### config.mk
export PLATFORM = sky130hd
export DESIGN_NAME = clock_period_meter
export DESIGN_NICKNAME = d
export VERILOG_FILES = /design/src/rtl/clock_period_meter.sv
export SDC_FILE = /design/constraint.sdc
export NUM_CORES = 1
export LEC_CHECK = 0
export ABC_AREA = 0
export BUFFER_PORTS_ARGS = -buffer_cell sky130_fd_sc_hd__buf_2
export CORE_UTILIZATION = 45
export CTS_CLUSTER_SIZE = 28
export DETAILED_ROUTE_END_ITERATION = 10
export SYNTH_ARGS = -nofsm -noshare
export SYNTH_HDL_FRONTEND = slang
export SYNTH_SLANG_ARGS = --single-unit
### constraint.sdc
create_clock -name HCLK -period 3.8 [get_ports HCLK]
set_clock_uncertainty 0.2 [all_clocks]
set_input_delay 0.19 -clock HCLK [delete_from_list [all_inputs] [get_ports HCLK]]
set_output_delay 0.19 -clock HCLK [all_outputs]
set_load 0.01 [all_outputs]
### src/rtl/clock_period_meter.sv
// clock_period_meter: measures an asynchronous clock-like input in HCLK cycles,
// summed over a window of 2^PRE input periods. The result is period = N * 2^PRE.
module clock_period_meter #(
   parameter int unsigned WIDTH = 24
) (
   input  logic             HCLK,
   input  logic             n_RST,
   input  logic             clk_in,
   input  logic             enable,
   input  logic [2:0]       PRE,
   input  logic             clr_ovf,
   output logic [WIDTH-1:0] period,
   output logic             period_valid,
   output logic             overflow,
   output logic             busy
);

   localparam int unsigned ECNT_W = 8;

   typedef enum logic [1:0] {
      ST_IDLE    = 2'd0,
      ST_ARM     = 2'd1,
      ST_MEASURE = 2'd2
   } state_t;

   state_t            r_state;
   state_t            w_state_nxt;

   logic              r_s1;
   logic              r_s2;
   logic              r_s3;
   logic              w_edge;

   logic [WIDTH-1:0]  r_cnt;
   logic [WIDTH-1:0]  w_cnt_nxt;
   logic [ECNT_W-1:0] r_ecnt;
   logic [ECNT_W-1:0] w_ecnt_nxt;
   logic [2:0]        r_pre_q;
   logic [2:0]        w_pre_q_nxt;
   logic [WIDTH-1:0]  r_period;
   logic [WIDTH-1:0]  w_period_nxt;
   logic              r_valid;
   logic              w_valid_nxt;
   logic              r_ovf;
   logic              w_ovf_nxt;
   logic              r_busy;

   logic              w_win_done;
   logic              w_cnt_max;
   logic              w_ovf_evt;

   // The closing edge of a window is the edge that brings ecnt past 2^pre_q.
   assign w_edge     = r_s2 & ~r_s3;
   assign w_win_done = w_edge && (r_ecnt == (ECNT_W'(1) << r_pre_q));
   assign w_cnt_max  = &r_cnt;
   // Any MEASURE cycle other than a window close needs an increment.
   assign w_ovf_evt  = enable && (r_state == ST_MEASURE) && !w_win_done && w_cnt_max;

   // Three-flop synchronizer for the asynchronous measured input.
   always_ff @(posedge HCLK or negedge n_RST) begin
      if (!n_RST) begin
         r_s1 <= 1'b0;
         r_s2 <= 1'b0;
         r_s3 <= 1'b0;
      end else begin
         r_s1 <= clk_in;
         r_s2 <= r_s1;
         r_s3 <= r_s2;
      end
   end

   // State register.
   always_ff @(posedge HCLK or negedge n_RST) begin
      if (!n_RST) r_state <= ST_IDLE;
      else        r_state <= w_state_nxt;
   end

   // Next-state logic; enable low always forces IDLE.
   always_comb begin
      w_state_nxt = r_state;
      if (!enable) begin
         w_state_nxt = ST_IDLE;
      end else begin
         case (r_state)
            ST_IDLE:    w_state_nxt = ST_ARM;
            ST_ARM:     if (w_edge) w_state_nxt = ST_MEASURE;
            ST_MEASURE: if (w_ovf_evt) w_state_nxt = ST_ARM;
            default:    w_state_nxt = ST_IDLE;
         endcase
      end
   end

   // Datapath next values: counters, result capture and sticky overflow.
   always_comb begin
      w_cnt_nxt    = r_cnt;
      w_ecnt_nxt   = r_ecnt;
      w_pre_q_nxt  = r_pre_q;
      w_period_nxt = r_period;
      w_valid_nxt  = 1'b0;
      w_ovf_nxt    = clr_ovf ? 1'b0 : r_ovf;
      if (!enable) begin
         w_cnt_nxt  = '0;
         w_ecnt_nxt = '0;
      end else begin
         case (r_state)
            ST_ARM: begin
               if (w_edge) begin
                  w_cnt_nxt   = WIDTH'(1);
                  w_ecnt_nxt  = ECNT_W'(1);
                  w_pre_q_nxt = PRE;
               end
            end
            ST_MEASURE: begin
               if (w_win_done) begin
                  // Closing edge doubles as the opening edge of the next window.
                  w_period_nxt = r_cnt;
                  w_valid_nxt  = 1'b1;
                  w_cnt_nxt    = WIDTH'(1);
                  w_ecnt_nxt   = ECNT_W'(1);
                  w_pre_q_nxt  = PRE;
               end else if (w_cnt_max) begin
                  // Abort the window; overflow set takes priority over clear.
                  w_ovf_nxt  = 1'b1;
                  w_cnt_nxt  = '0;
                  w_ecnt_nxt = '0;
               end else begin
                  w_cnt_nxt = r_cnt + WIDTH'(1);
                  if (w_edge) w_ecnt_nxt = r_ecnt + ECNT_W'(1);
               end
            end
            default: begin
               w_cnt_nxt  = '0;
               w_ecnt_nxt = '0;
            end
         endcase
      end
   end

   // Datapath and output registers.
   always_ff @(posedge HCLK or negedge n_RST) begin
      if (!n_RST) begin
         r_cnt    <= '0;
         r_ecnt   <= '0;
         r_pre_q  <= '0;
         r_period <= '0;
         r_valid  <= 1'b0;
         r_ovf    <= 1'b0;
         r_busy   <= 1'b0;
      end else begin
         r_cnt    <= w_cnt_nxt;
         r_ecnt   <= w_ecnt_nxt;
         r_pre_q  <= w_pre_q_nxt;
         r_period <= w_period_nxt;
         r_valid  <= w_valid_nxt;
         r_ovf    <= w_ovf_nxt;
         r_busy   <= (w_state_nxt == ST_MEASURE);
      end
   end

   assign period       = r_period;
   assign period_valid = r_valid;
   assign overflow     = r_ovf;
   assign busy         = r_busy;

endmodule

-- Word level (Yosys, flattened, before mapping)
Index checks and enable logic that the tools add are counted.
- add/subtract/negate cells: 2
- $mul: 0
- div/mod/pow operators: 0
- order comparisons: 0
- eq/ne operators: 8
- shift-type cells: 1
- mux-type cells: 26
- bitwise operators: 2
- reductions and logical operators: 11
- operator list (kind ; number):
    24-bit two-way mux ; 4
    24-bit one-hot mux with 2 select lines ; 1
    8-bit two-way mux ; 5
    24-bit by 1-bit adder with 24-bit output (second input constant) ; 1
    24-bit AND reduction ; 1
    8-bit one-hot mux with 2 select lines ; 1
    8-bit by 1-bit adder with 8-bit output (second input constant) ; 1
    8-bit == test ; 1
    1-bit two-way mux ; 8
    1-bit by 3-bit << shifter with 8-bit output (first input constant) ; 1
    2-bit two-way mux ; 3
    3-bit two-way mux ; 2
    2-bit one-hot mux with 3 select lines ; 1
    3-bit one-hot mux with 2 select lines ; 1
    5-bit != test (second input constant) ; 1
    2-bit == test (second input constant) ; 2
    1-bit logical AND ; 4
    2-bit != test (second input constant) ; 2
    4-bit AND reduction ; 1
    3-bit != test (second input constant) ; 1
    3-bit AND reduction ; 1
    2-bit by 1-bit == test with 1-bit output (second input constant) ; 1
    2-bit logical NOT ; 1
    2-bit AND reduction ; 1
    4 further kinds ; 4
- bits in registers: 67
- latch bits: 0
- RAM bits: 0
- memory bits (read-only): 0
- input port bits: 8
- output and inout port bits: 27
- logic and storage cells: 61
- memories: 0

-- Longest topological paths before layout
Gate-level depths: netlist of run 1.
- word-level depth: 10
- gate-level depth with buffers: 8
- mapped depth without buffers: 7

-- Worst setup path after synthesis of run 1
OpenSTA, ideal clock, no wires.
- path type: register -> register
- start point: register r_pre_q[0]
- end point: register r_period[10], in the netlist period[10]
- library setup time: 125 ps
- arrival: 2288 ps
- data required time: 3475 ps
- setup slack: 1186 ps
- cell stages (with the launch flop): 9
- buffers on the path: 2
- clock period less this slack: 2614 ps
- cells stage by stage: dfrtp_1 > buf_6 > or4b_1 > a21o_1 > a2111oi_4 > and2_4 > nand3_4 > buf_6 > mux2_4
- longest elaborated chain between the ends: 4
- ends and longest elaborated chain (item ; RTL line ; source):
    start: declaration ; 38 ; logic [2:0] r_pre_q;
    start signal: assignment ; 152 ; r_pre_q <= w_pre_q_nxt;
    1-bit by 3-bit << shifter with 8-bit output ; 54 ; assign w_win_done = w_edge && (r_ecnt == (ECNT_W'(1) << r_pre_q));
    8-bit == test ; 54 ;
    1-bit logical AND ; 54 ;
    3-bit AND reduction (no line) ; -- ;
    end signal: assignment ; 153 ; r_period <= w_period_nxt;
    end: declaration ; 40 ; logic [WIDTH-1:0] r_period;
No other way between the ends.
A chain may end at the register's enable or synchronous reset.

-- Final worst setup path of run 1
- start point: register r_pre_q[0]
- end point: register r_period[21], in the netlist period[21]
The elaborated chain is that of the path after synthesis.

==> results of run 1 <==
state kept, by name, summed over array words and instances, names as in the netlist:
name / count
busy: 1
period: 24
r_s3: 1
period_valid: 1
overflow: 1
r_cnt: 24
r_pre_q: 3
r_ecnt: 8
r_s1: 1
r_s2: 1
r_state: 2
synth_stat cells (4+ instances only):
| master | instances |
|---|---|
| clkbuf_1 | 8 |
| nand2b_1 | 5 |
| o21ai_0 | 10 |
| mux2_2 | 9 |
| nand3_1 | 21 |
| a21oi_1 | 7 |
| nor2_1 | 41 |
| nand4_1 | 12 |
| xnor2_1 | 6 |
| a2bb2oi_1 | 4 |
| dfrtp_1 | 67 |
| nor3_1 | 4 |
| and4_1 | 4 |
| ha_1 | 6 |
| inv_1 | 7 |
| o41ai_1 | 5 |
| mux2_4 | 19 |
| nand2_1 | 29 |
| xor2_1 | 12 |
metrics by stage:
step	power, mW	instances	instance area (um2)
global placement	0.909	449	3720
CTS	1.52	472	3980
finish	1.50	472	3980
global route	1.56	472	3980
detailed placement	0.912	449	3720
floorplan	0.876	325	3460
how the worst max path moves through the flow:
| stage | cells past startpoint | to | slack, ns | from |
|---|---|---|---|---|
| floorplan | 8 | period[10]$_DFFE_PN0P_ | 1.19 | r_pre_q[0]$_DFFE_PN0P_ |
| global placement | 6 | period[11]$_DFFE_PN0P_ | 0.81 | r_pre_q[0]$_DFFE_PN0P_ |
| detailed placement | 6 | period[5]$_DFFE_PN0P_ | 0.76 | r_pre_q[0]$_DFFE_PN0P_ |
| CTS | 6 | period[5]$_DFFE_PN0P_ | 0.74 | r_pre_q[0]$_DFFE_PN0P_ |
| global route | 6 | period[12]$_DFFE_PN0P_ | 0.59 | r_pre_q[0]$_DFFE_PN0P_ |
| finish | 6 | period[21]$_DFFE_PN0P_ | 0.76 | r_pre_q[0]$_DFFE_PN0P_ |
report_power, final:
part | total [mW] | switching (mW) | internal, mW
clock network | 0.595 | 0.277 | 0.318
registers | 0.758 | 0.0300 | 0.728
logic | 0.145 | 0.0834 | 0.0616
worst max-delay path, stage by stage (launching register included):
cell	delay, ns
dfrtp_1	0.48
or4b_1	0.55
a21o_1	0.20
a2111oi_4	0.34
and2_4	0.30
nand3_4	0.38
mux2_4	0.44
final cells by class:
class                           count  area (um2)  area share [%]
Clock buffer                       11         141            3.55
Sequential cell                    67        1680            42.1
Tap cell                           99         124            3.11
Clock inverter                      5        52.6            1.32
Timing Repair Buffer               46         278            6.98
Inverter                            7        26.3           0.660
Multi-Input combinational cell    237        1680            42.3
cell families after synthesis:
kind of cell               count (synthesis)  share of synthesized area [%]
and+or+nand+nor                          137                           20.1
buffers and inverters                     21                           3.03
DFF                                       67                           48.4
adders and majority gates                  6                           2.17
xor gates and xnor gates                  18                           4.55
AOI/OAI and AO/OA                         46                           10.0
muxes                                     30                           11.7
metal layers:
metal / GRT usage (%) / up-vias
li1: - / 1243
met1: 23.9 / 1235
met2: 31.5 / 48
met3: 3.55 / 12
met4: 9.84 / 0
met5: 0 / -
what timing repair did:
| action | 4_1_cts | 5_1_grt |
|---|---|---|
| gates resized for setup | 0 | 0 |
| endpoints found under the setup margin | 0 | 0 |
| hold buffers | 7 | 0 |
| hold endpoints to repair | 62 | 0 |
==> metrics list, run 1 <==
- The flow ran to the end, and the final reports show no timing, DRC or antenna violations.
* Port buffer count: 34
- After detailed routing, the wire length on met1 is 3170 um.
* Endpoint required time on the critical path: between 3 and 4 ns
- Unique cell type count in the Yosys netlist: 49
- The die is 89.7 um tall.
- Worst hold slack: 0.0751 ns
* Setup-failing EPs final: 0
* Leading cell types by total area after synthesis: dfrtp_1 48%, mux2_4 8.2%, nor2_1 4.4%, nand2_1 3.1%, nand3_1 3.0%
- Actual transition at the worst max-transition pin: about 0.6 ns
- Maximum number of pins on one net before global-route repair: 29
- The number of cells on the worst reg-to-reg path is 6.
* Via count of the first global-routing pass: around 2.5k
* Clock latency on the worst-skew pair: 0.35 ns
- After filler insertion, the fill cell instance count of the layout stands at 666.
- The worst register-to-register path begins at r_pre_q[0]$_DFFE_PN0P_.
- Final total negative setup slack: 0 ns
* Post-placement worst setup slack: 0.761 ns
* Unrepaired setup endpoints after global routing: false
- Crit path time final: 3.04 ns
- For this design, the sink count on the clock tree is 67.
* Post-detailed-placement half-perimeter wirelength: 4810 um
* Syn Nets: 339
- Summed over all layers, the global routing overflow is 0.
* Fraction of final layout cells with drive strength greater than 1: 23.9%
* Via count: 2538
* Starting Density: 47.2%
- Synth Area per Inst: around 11 um2
- Placer's final routability congestion estimate: 0.843
- Area of the core: about 7300 um2
* Area share of the largest cell type after synthesis: between 40% and 50%
- Hold Fails Final Rpt: 0
- TritonCTS built the clock tree.
- Measured along the x axis, the die boundary spans 89.7 um.
- Worst rel slew slack: approximately 61%
- Clock-pin slew was measured on the worst setup and hold paths at ~0.070 ns.
- After the last flow step, the layout net total stands at 382.
* Post-CTS repair timing setup buffer count: 0
- Yosys mapped a number of flops with a built-in enable equal to 0.
- Area added between synthesis and finish: 14.9%
* Utilization after layout: 54.3%
- Top routing layer used: met4
- Detailed routing placed a total of 183 um of wire on met3.
- The number of antenna diodes in the final layout is 0.
- After detailed routing, the average wire length per cell comes to 14.7 um.
* Share of flip-flops with an asynchronous set or reset: 100%
- The final critical path takes up between 80% and 90% of the cycle.
* Worst hold path class: in -> async
- Num rows: 31
* Total track usage: 19.1%
* Most frequent cells in the layout: 67 x dfrtp_1, 41 x nor2_1, 34 x buf_2
- Synthesis inferred 67 register bits.
* First-iteration detailed-routing DRC count: 60
- Timing-limited maximum frequency: roughly 330 MHz
- In the routed design, unresolved DRC markers number 0.
- The worst register-to-register path ends at period[21]$_DFFE_PN0P_.
* Library cell with the largest summed area after synthesis: dfrtp_1
* Number of violations of the max-capacitance limit: 0
* Ports: 35
* Total power per unit cell area: ~380 nW/um2
- The cell sitting at the root of the clock tree is a clkbuf_8.
- Leaving out fill and tap cells, the most frequent cell in the layout is dfrtp_1.
- The count of final max-slew check failures is 0.
* Antenna Nets Post-Route: 0
- Total Die Area: 8050 um2
- Syn. warnings: 0
* Post-synthesis sequential area ratio: 48.4%
* Met2 wirelength from detailed routing: 3440 um
* Standby leakage power: 1.86 nW
- The worst path meets setup with 0.757 ns of slack.
* Data arrival, critical path: ~3.1 ns
- Reg2reg setup slack: between 0.7 and 0.8 ns
* Worst IR drop on VDD: 253 uV
- The clock tree synthesis step divided the H-tree into 3 levels.
* Mean number of vias per cell: approximately 5.4
- Counting along the longest clock path gives a buffer depth of 2.
* Type of element launching the critical path: flop
* Most common flop cell mapped by yosys: dfrtp_1
- After synthesis the cells add up to approximately 3500 um2.
- Cell count after synthesis: 325
- Clock buffers created by TritonCTS: 9
- Highest net fanout along the worst path: 25
- Wire length of the first global-routing pass: about 12000 um
* Critical Path Sink Type: flop
* Antenna violations before repair: 0
* Router iterations before antenna repair: 4
* WL final: 6940 um
- By startpoint and endpoint, the worst setup path is classified as reg -> reg.
Power figures use the tool's default switching activity.
==> inputs of run 2 (changes only) <==
==> constraint.sdc (replaced) <==
create_clock -name HCLK -period 2.95 [get_ports HCLK]
set_clock_uncertainty 0.2 [all_clocks]
set_input_delay 0.1475 -clock HCLK [delete_from_list [all_inputs] [get_ports HCLK]]
set_output_delay 0.1475 -clock HCLK [all_outputs]
set_load 0.01 [all_outputs]
==> metrics list, run 2 (same netlist as run 1, synthesis figures left out) <==
* Run status: finished, final reports clean
- On the worst path, the slowest cell contributes a delay of 0.48 ns.
* Data arrival, critical path: approximately 2.7 ns
- For this design, the sink count on the clock tree is 67.
- First-iteration detailed-routing DRC count: 73
* Width of the chip: 89.7 um
- The first detailed-routing pass took 4 iterations.
- Once the floorplan was initialized, standard cells occupied 47.2% of the core.
- The library cell used most frequently in the layout, excluding fill and tap cells, is dfrtp_1.
- The worst setup path is captured at a flop.
- The repair_antennas step left the layout with diodes totalling 0.
- Clock latency on the worst-skew pair: 0.34 ns
- Utilization after layout: 56.3%
* CTS Root Cell: clkbuf_8
- The net count of the finished layout is 394.
- Row generation in the floorplan step produced 31 rows.
* Actual transition at the worst max-transition pin: 0.774 ns
- WS Path Type: reg -> reg
* Routed length per instance: ~15 um
* Maximum number of pins on one net before global-route repair: 36
- Area of the core: 7330 um2
- The analysis attributes to cell leakage a power of 1.93 nW.
* Wire length of the first global-routing pass: 12600 um
* Endpoint required time on the critical path: 2.98 ns
- The number of buffers and inverters on the critical path is 0.
- Clock tree from TritonCTS: done
- For this run the aggregate overflow at the end of global routing stands at 0.
- Worst rel slew slack: 48.4%
* Final count of pins violating max slew: 0
* Ports: 35
* Highest net fanout along the worst path: 8
- Mean number of vias per cell: approximately 5.3
* Die height: 89.7 um
- Via count of the first global-routing pass: 2635
* Longest Clk Path Bufs: 2
* Setup-failing EPs final: 0
- In the final layout, the share of cells above drive strength 1 is around a quarter.
* Post-CTS clock slew at the launch and capture registers of the worst setup and hold paths: 0.07 ns
* Crit path time final: 2.63 ns
* Number of violations of the max-capacitance limit: 0
- Detailed placement finished with a half-perimeter wire length of approximately 5000 um.
- In this run the remaining antenna-violating nets after routing total 0.
- Series of cell instances along the critical path: or4b_1, a21o_1, a2111oi_4, a31oi_1, nor3_1, mux2_2
* Share of the cycle needed by the critical path after routing: 89.1%
- The area growth from synthesis to layout is 19.1%.
- WL final: 7200 um
- Post-CTS repair timing setup buffer count: 0
- The worst setup path is launched from a flop.
- Port buffer count: 34
- The number of clock buffers added by TritonCTS is 9.
- For this run, the total global-route usage over all layers was measured as 19.6%.
- Setup repair after global routing left no endpoint under its margin.
* Fill cell count: 635
- On the critical path the largest part of the delay comes from simple AND/OR/NAND/NOR gates.
* Hold Fails Final Rpt: 0
- Number of remaining DRC errors: 0
- Most frequent cells in the layout: 67 x dfrtp_1, 41 x nor2_1, 34 x buf_2
- Worst IR drop on VDD: 407 uV
- Placer's final routability congestion estimate: 0.832
- For this design, the slowest cell found on the critical path is or4b_1.
* Worst hold path class: reg -> reg
- Total power per unit cell area: 514 nW/um2
- Via count: 2554
- For the final routed database, the setup TNS stands at 0 ns.
- The floorplan step defined a die boundary enclosing 8050 um2.
- Antenna violations before repair: 0
- H-tree levels: 3
- Timing-limited maximum frequency: 380 MHz
[run 2: cell types whose count changed in the layout (fill, tap and decap cells not counted), sizes merged]
cell,delta
buf,+12
clkinv,-3
inv,+1
clkinvlp,+1
clkbuf,-2
bufinv,+2
[run 2: what timing repair did]
item | in CTS | in global routing
hold endpoints to repair | 41 | 0
resized for setup | 0 | 0
hold buffers | 7 | 0
[run 2: per-stage QoR]
stage / cell area [um2] / total power, mW / cells / setup WS, ns / hold WS (ns)
floorplan: 3460 / 1.13 / 325 / 0.336 / -0.348
global placement: 3820 / 1.20 / 461 / 0.339 / 0.0554
detailed placement: 3820 / 1.20 / 461 / 0.307 / 0.0568
CTS: 4130 / 2.15 / 483 / 0.289 / 0.161
global route: 4130 / 2.22 / 483 / 0.140 / 0.161
finish: 4130 / 2.12 / 483 / 0.321 / 0.158
[run 2: routing by layer]
metal,part of all wire [%],up-vias,global-route usage [%],wire length [um]
li1,-,1264,-,-
met1,46,1227,23.8,3320
met2,49,48,33.3,3510
met3,3.0,15,5.25,214
met4,2.0,0,7.10,146
met5,0,-,0,0
[run 2: power breakdown]
group | switching (mW) | internal (mW) | total [mW]
Clock | 0.368 | 0.560 | 0.928
Sequential | 0.0199 | 0.937 | 0.957
Combinational | 0.135 | 0.0994 | 0.235
Total | 0.523 | 1.60 | 2.12
[run 2: final cells by class]
cell class,count,area (um2),share of cell area [%]
clock buffers,9,124,3.00
clock inverters,6,114,2.76
inverters,7,26.3,0.637
multi-input cells,237,1680,40.8
flip-flops and latches,67,1680,40.6
well taps,99,124,3.00
repair buffers,58,380,9.22
[run 2: worst register-to-register path: cells and delay by family, from the launching register on]
kind | cells | cell delay, ns
and+or+nand+nor | 2 | 0.83
AOI/OAI and AO/OA | 3 | 0.66
DFF | 1 | 0.45
muxes | 1 | 0.39
[run 2: path summary, 6_finish.rpt]
kind                                  startpoint                      to  slack (ns)  cells past startpoint
setup / recovery           r_ecnt[3]$_DFFE_PN0P_  r_pre_q[0]$_DFFE_PN0P_        0.32                      6
hold / removal                    r_s1$_DFF_PN0_          r_s2$_DFF_PN0_        0.16                      0
setup reg to reg           r_ecnt[3]$_DFFE_PN0P_  r_pre_q[0]$_DFFE_PN0P_        0.32                      6
hold reg to reg                   r_s1$_DFF_PN0_          r_s2$_DFF_PN0_        0.16                      0
max in group asynchronous                  n_RST  period[22]$_DFFE_PN0P_        1.70                      3
min in group asynchronous                  n_RST   period[9]$_DFFE_PN0P_        0.21                      2
==> inputs of run 3 (changes only) <==
--- a/config.mk
+++ b/config.mk
@@ -10,6 +10,7 @@
 export CORE_UTILIZATION = 45
 export CTS_CLUSTER_SIZE = 28
 export DETAILED_ROUTE_END_ITERATION = 10
+export RECOVER_POWER = 100
 export SYNTH_ARGS = -nofsm -noshare
 export SYNTH_HDL_FRONTEND = slang
 export SYNTH_SLANG_ARGS = --single-unit
==> metrics list, run 3 (same netlist as run 1, synthesis figures left out) <==
- Run status: complete, but fails checks
* Violated checks: max-capacitance violations, max-slew violations
* Post-CTS clock slew at the launch and capture registers of the worst setup and hold paths: 0.07 ns
* Reg2reg setup slack: around 0.25 ns
- Setup violations remaining at the end of the flow were counted as 0.
* Global routing met3 resource utilization: 5.25%
- Type of element launching the critical path: flop
- First-iteration detailed-routing DRC count: 70
- Congestion Overflow GR: 0
- Number of remaining DRC errors: 0
- Ports: 35
* Fill cell count: about 670
- Utilization after layout: 54.7%
- In this run the deepest clock path goes through 2 buffers.
- For this design, the slowest cell found on the critical path is or4b_1.
* Fraction of final layout cells with drive strength greater than 1: 13.8%
- Setup repair after global routing left no endpoint under its margin.
* WL final: 7180 um
- Actual transition at the worst max-transition pin: 1.86 ns
- H-tree levels: 3
- Entering global routing, the biggest net connects 36 pins.
* Post-placement worst setup slack: 0.307 ns
* Critical Path Sink Type: flop
- Clock tree synthesis selected as its root buffer the cell clkbuf_8.
* Final count of pins violating max slew: 33
* Total Die Area: 8050 um2
- Relative to the synthesized area, the layout overhead comes to 15.9%.
- The internal portion of the total power is about 1.6 mW.
- Sequential power share: a little under half
- For the worst-skew pair, the clock arrives at the later sink with an insertion delay of between 0.3 and 0.4 ns.
- Data arrival, critical path: 2.72 ns
- Of all nets on the critical path, the largest fanout is 12.
- In the global route stage, overall resource usage came out at 19.6%.
* Worst rel slew slack: -24.2%
* Placer's final routability congestion estimate: approximately 0.83
* Most utilized layer in the global route result: met2
- The library cell used most frequently in the layout, excluding fill and tap cells, is dfrtp_1.
* Port buffer count: 34
- Traced cell by cell, the critical path runs through or4b_1, a21o_1, a2111oi_4, and2_0, nand3_4, buf_2, mux2_1.
- In the final layout, the multi-input gates occupy 1610 um2.
- Total power per unit cell area: 527 nW/um2
- Share of total power consumed by net switching: between 20% and 30%
* Most frequent cells in the layout: 67 x dfrtp_1, 41 x nor2_1, 29 x nand2_1, 29 x clkbuf_1, 21 x nand3_1
- Final hold analysis gives a worst-case slack of 0.158 ns.
- In the final design database the tool counted 394 nets.
- In this run the remaining antenna-violating nets after routing total 0.
- Across the run, the number of max-cap violations was 1.
* Area of the core: 7330 um2
- WS Path Type: reg -> reg
- Launch point of the worst reg-to-reg path: r_ecnt[3]$_DFFE_PN0P_
* Worst hold path class: reg -> reg
- The clock network is responsible for between 40 and 50% of the overall power.
- PostCTS Resize Cnt: 0
- Once layout is complete, the cells apart from fillers number 483.
- The initial antenna violation count is 0.
- The floorplan step set the die height to 89.7 um.
- Cell area after placement: ~3800 um2
- Worst setup path endpoint: period[12]$_DFFE_PN0P_
* Post-CTS repair timing setup buffer count: 0
- Starting Density: between 40% and 50%
- Final total negative setup slack: 0 ns
- The routed layout has 2567 vias.
- Detailed placement finished with a half-perimeter wire length of 5050 um.
* Combinational share of power: 10.9%
- Worst IR drop on VDD: between 400 and 500 uV
* Clock buffers created by TritonCTS: 9
- Hold Fails Final Rpt: 0
- The largest single stage delay on the critical path is 0.48 ns.
- The floorplan has 31 rows.
* Cell count after placement: 461
- The number of global-route vias before repair came to 2635.
* Endpoint required time on the critical path: 2.97 ns
- Static timing analysis puts the maximum clock frequency at between 300 and 400 MHz.
- Reg area: 1680 um2
- The pre-antenna-repair detailed-routing pass consisted of 4 iterations.
- In the global route stage, met2 resource usage came out at around 33%.
* Wire length of the first global-routing pass: 12600 um
* Final instance area: ~4000 um2
- Measured in cells, the most critical reg-to-reg path has a length of 7.
- Summed over all cells, the static leakage comes to 1.76 nW.
* Routed length per instance: 14.9 um
- Share of the cycle needed by the critical path after routing: 91.6%
* Mean number of vias per cell: 5.31
- Endpoint of the lowest-slack register-to-register path: period[12]$_DFFE_PN0P_
* Slack of the critical path: 0.247 ns
- Met1 GRT Util: between 20% and 30%
- The most critical setup path has its startpoint at r_ecnt[3]$_DFFE_PN0P_.
- The die is ~90 um wide.
- Clock tree from TritonCTS: done
- The worst path needs 2.70 ns of the cycle, external delays included.
- Ant. Diodes: 0
- After layout, the design draws a total of 2.12 mW.
- The clock drives 67 sinks.
- For this design the total switching power over the nets is between 0.5 and 0.6 mW.
[run 3: cell count changes in the layout (fill, tap and decap cells not counted)]
cell      previous run  this run
and2_4               1         0
buf_4               16        13
and2_0               0         1
buf_2               34         7
a21oi_2              1         0
mux2_1               0        17
a21oi_1              7         8
clkbuf_1             0        29
clkbuf_2             0         1
mux2_4              19         2
[run 3: layout make-up]
class / count / area share (%)
flip-flops and latches: 67 / 41.8
clock buffers: 9 / 3.09
multi-input cells: 237 / 40.2
repair buffers: 58 / 8.39
well taps: 99 / 3.09
clock inverters: 6 / 2.84
inverters: 7 / 0.655
[run 3: worst min-delay path by stage]
stage | start | end | slack [ns] | cells past startpoint
6_report | r_s1$_DFF_PN0_ | r_s2$_DFF_PN0_ | 0.16 | 0
5_1_grt | r_s1$_DFF_PN0_ | r_s2$_DFF_PN0_ | 0.16 | 0
4_1_cts | r_s1$_DFF_PN0_ | r_s2$_DFF_PN0_ | 0.16 | 0
3_5_place_dp | clk_in | r_s1$_DFF_PN0_ | 0.06 | 1
3_3_place_gp | clk_in | r_s1$_DFF_PN0_ | 0.06 | 1
2_1_floorplan | n_RST | busy$_DFF_PN0_ | -0.35 | 0
[run 3: critical path, delay by kind of cell (launching register included)]
kind | cells | cell delay [ns]
AO/OA/AOI/OAI | 2 | 0.52
buffers and inverters | 1 | 0.23
flip-flops | 1 | 0.45
multiplexers | 1 | 0.35
AND/OR/NAND/NOR | 3 | 0.84
[run 3: power by group through the flow]
stage / Clock (mW) / Combinational (mW) / Sequential, mW
floorplan: 0 / 0.165 / 0.964
global placement: 0 / 0.226 / 0.975
detailed placement: 0 / 0.229 / 0.975
CTS: 0.958 / 0.238 / 0.957
global route: 0.993 / 0.258 / 0.960
finish: 0.929 / 0.231 / 0.957
[run 3: metal layers]
layer | vias to the layer above | wire length (um)
met3 | 12 | 229
met5 | - | 0
met4 | 0 | 129
met1 | 1242 | 3330
met2 | 45 | 3490
li1 | 1268 | -
[run 3: what timing repair did]
| item | in CTS | in global routing |
|---|---|---|
| setup endpoints to repair | 0 | 0 |
| hold buffers | 7 | 0 |
| endpoints found under the hold margin | 41 | 0 |
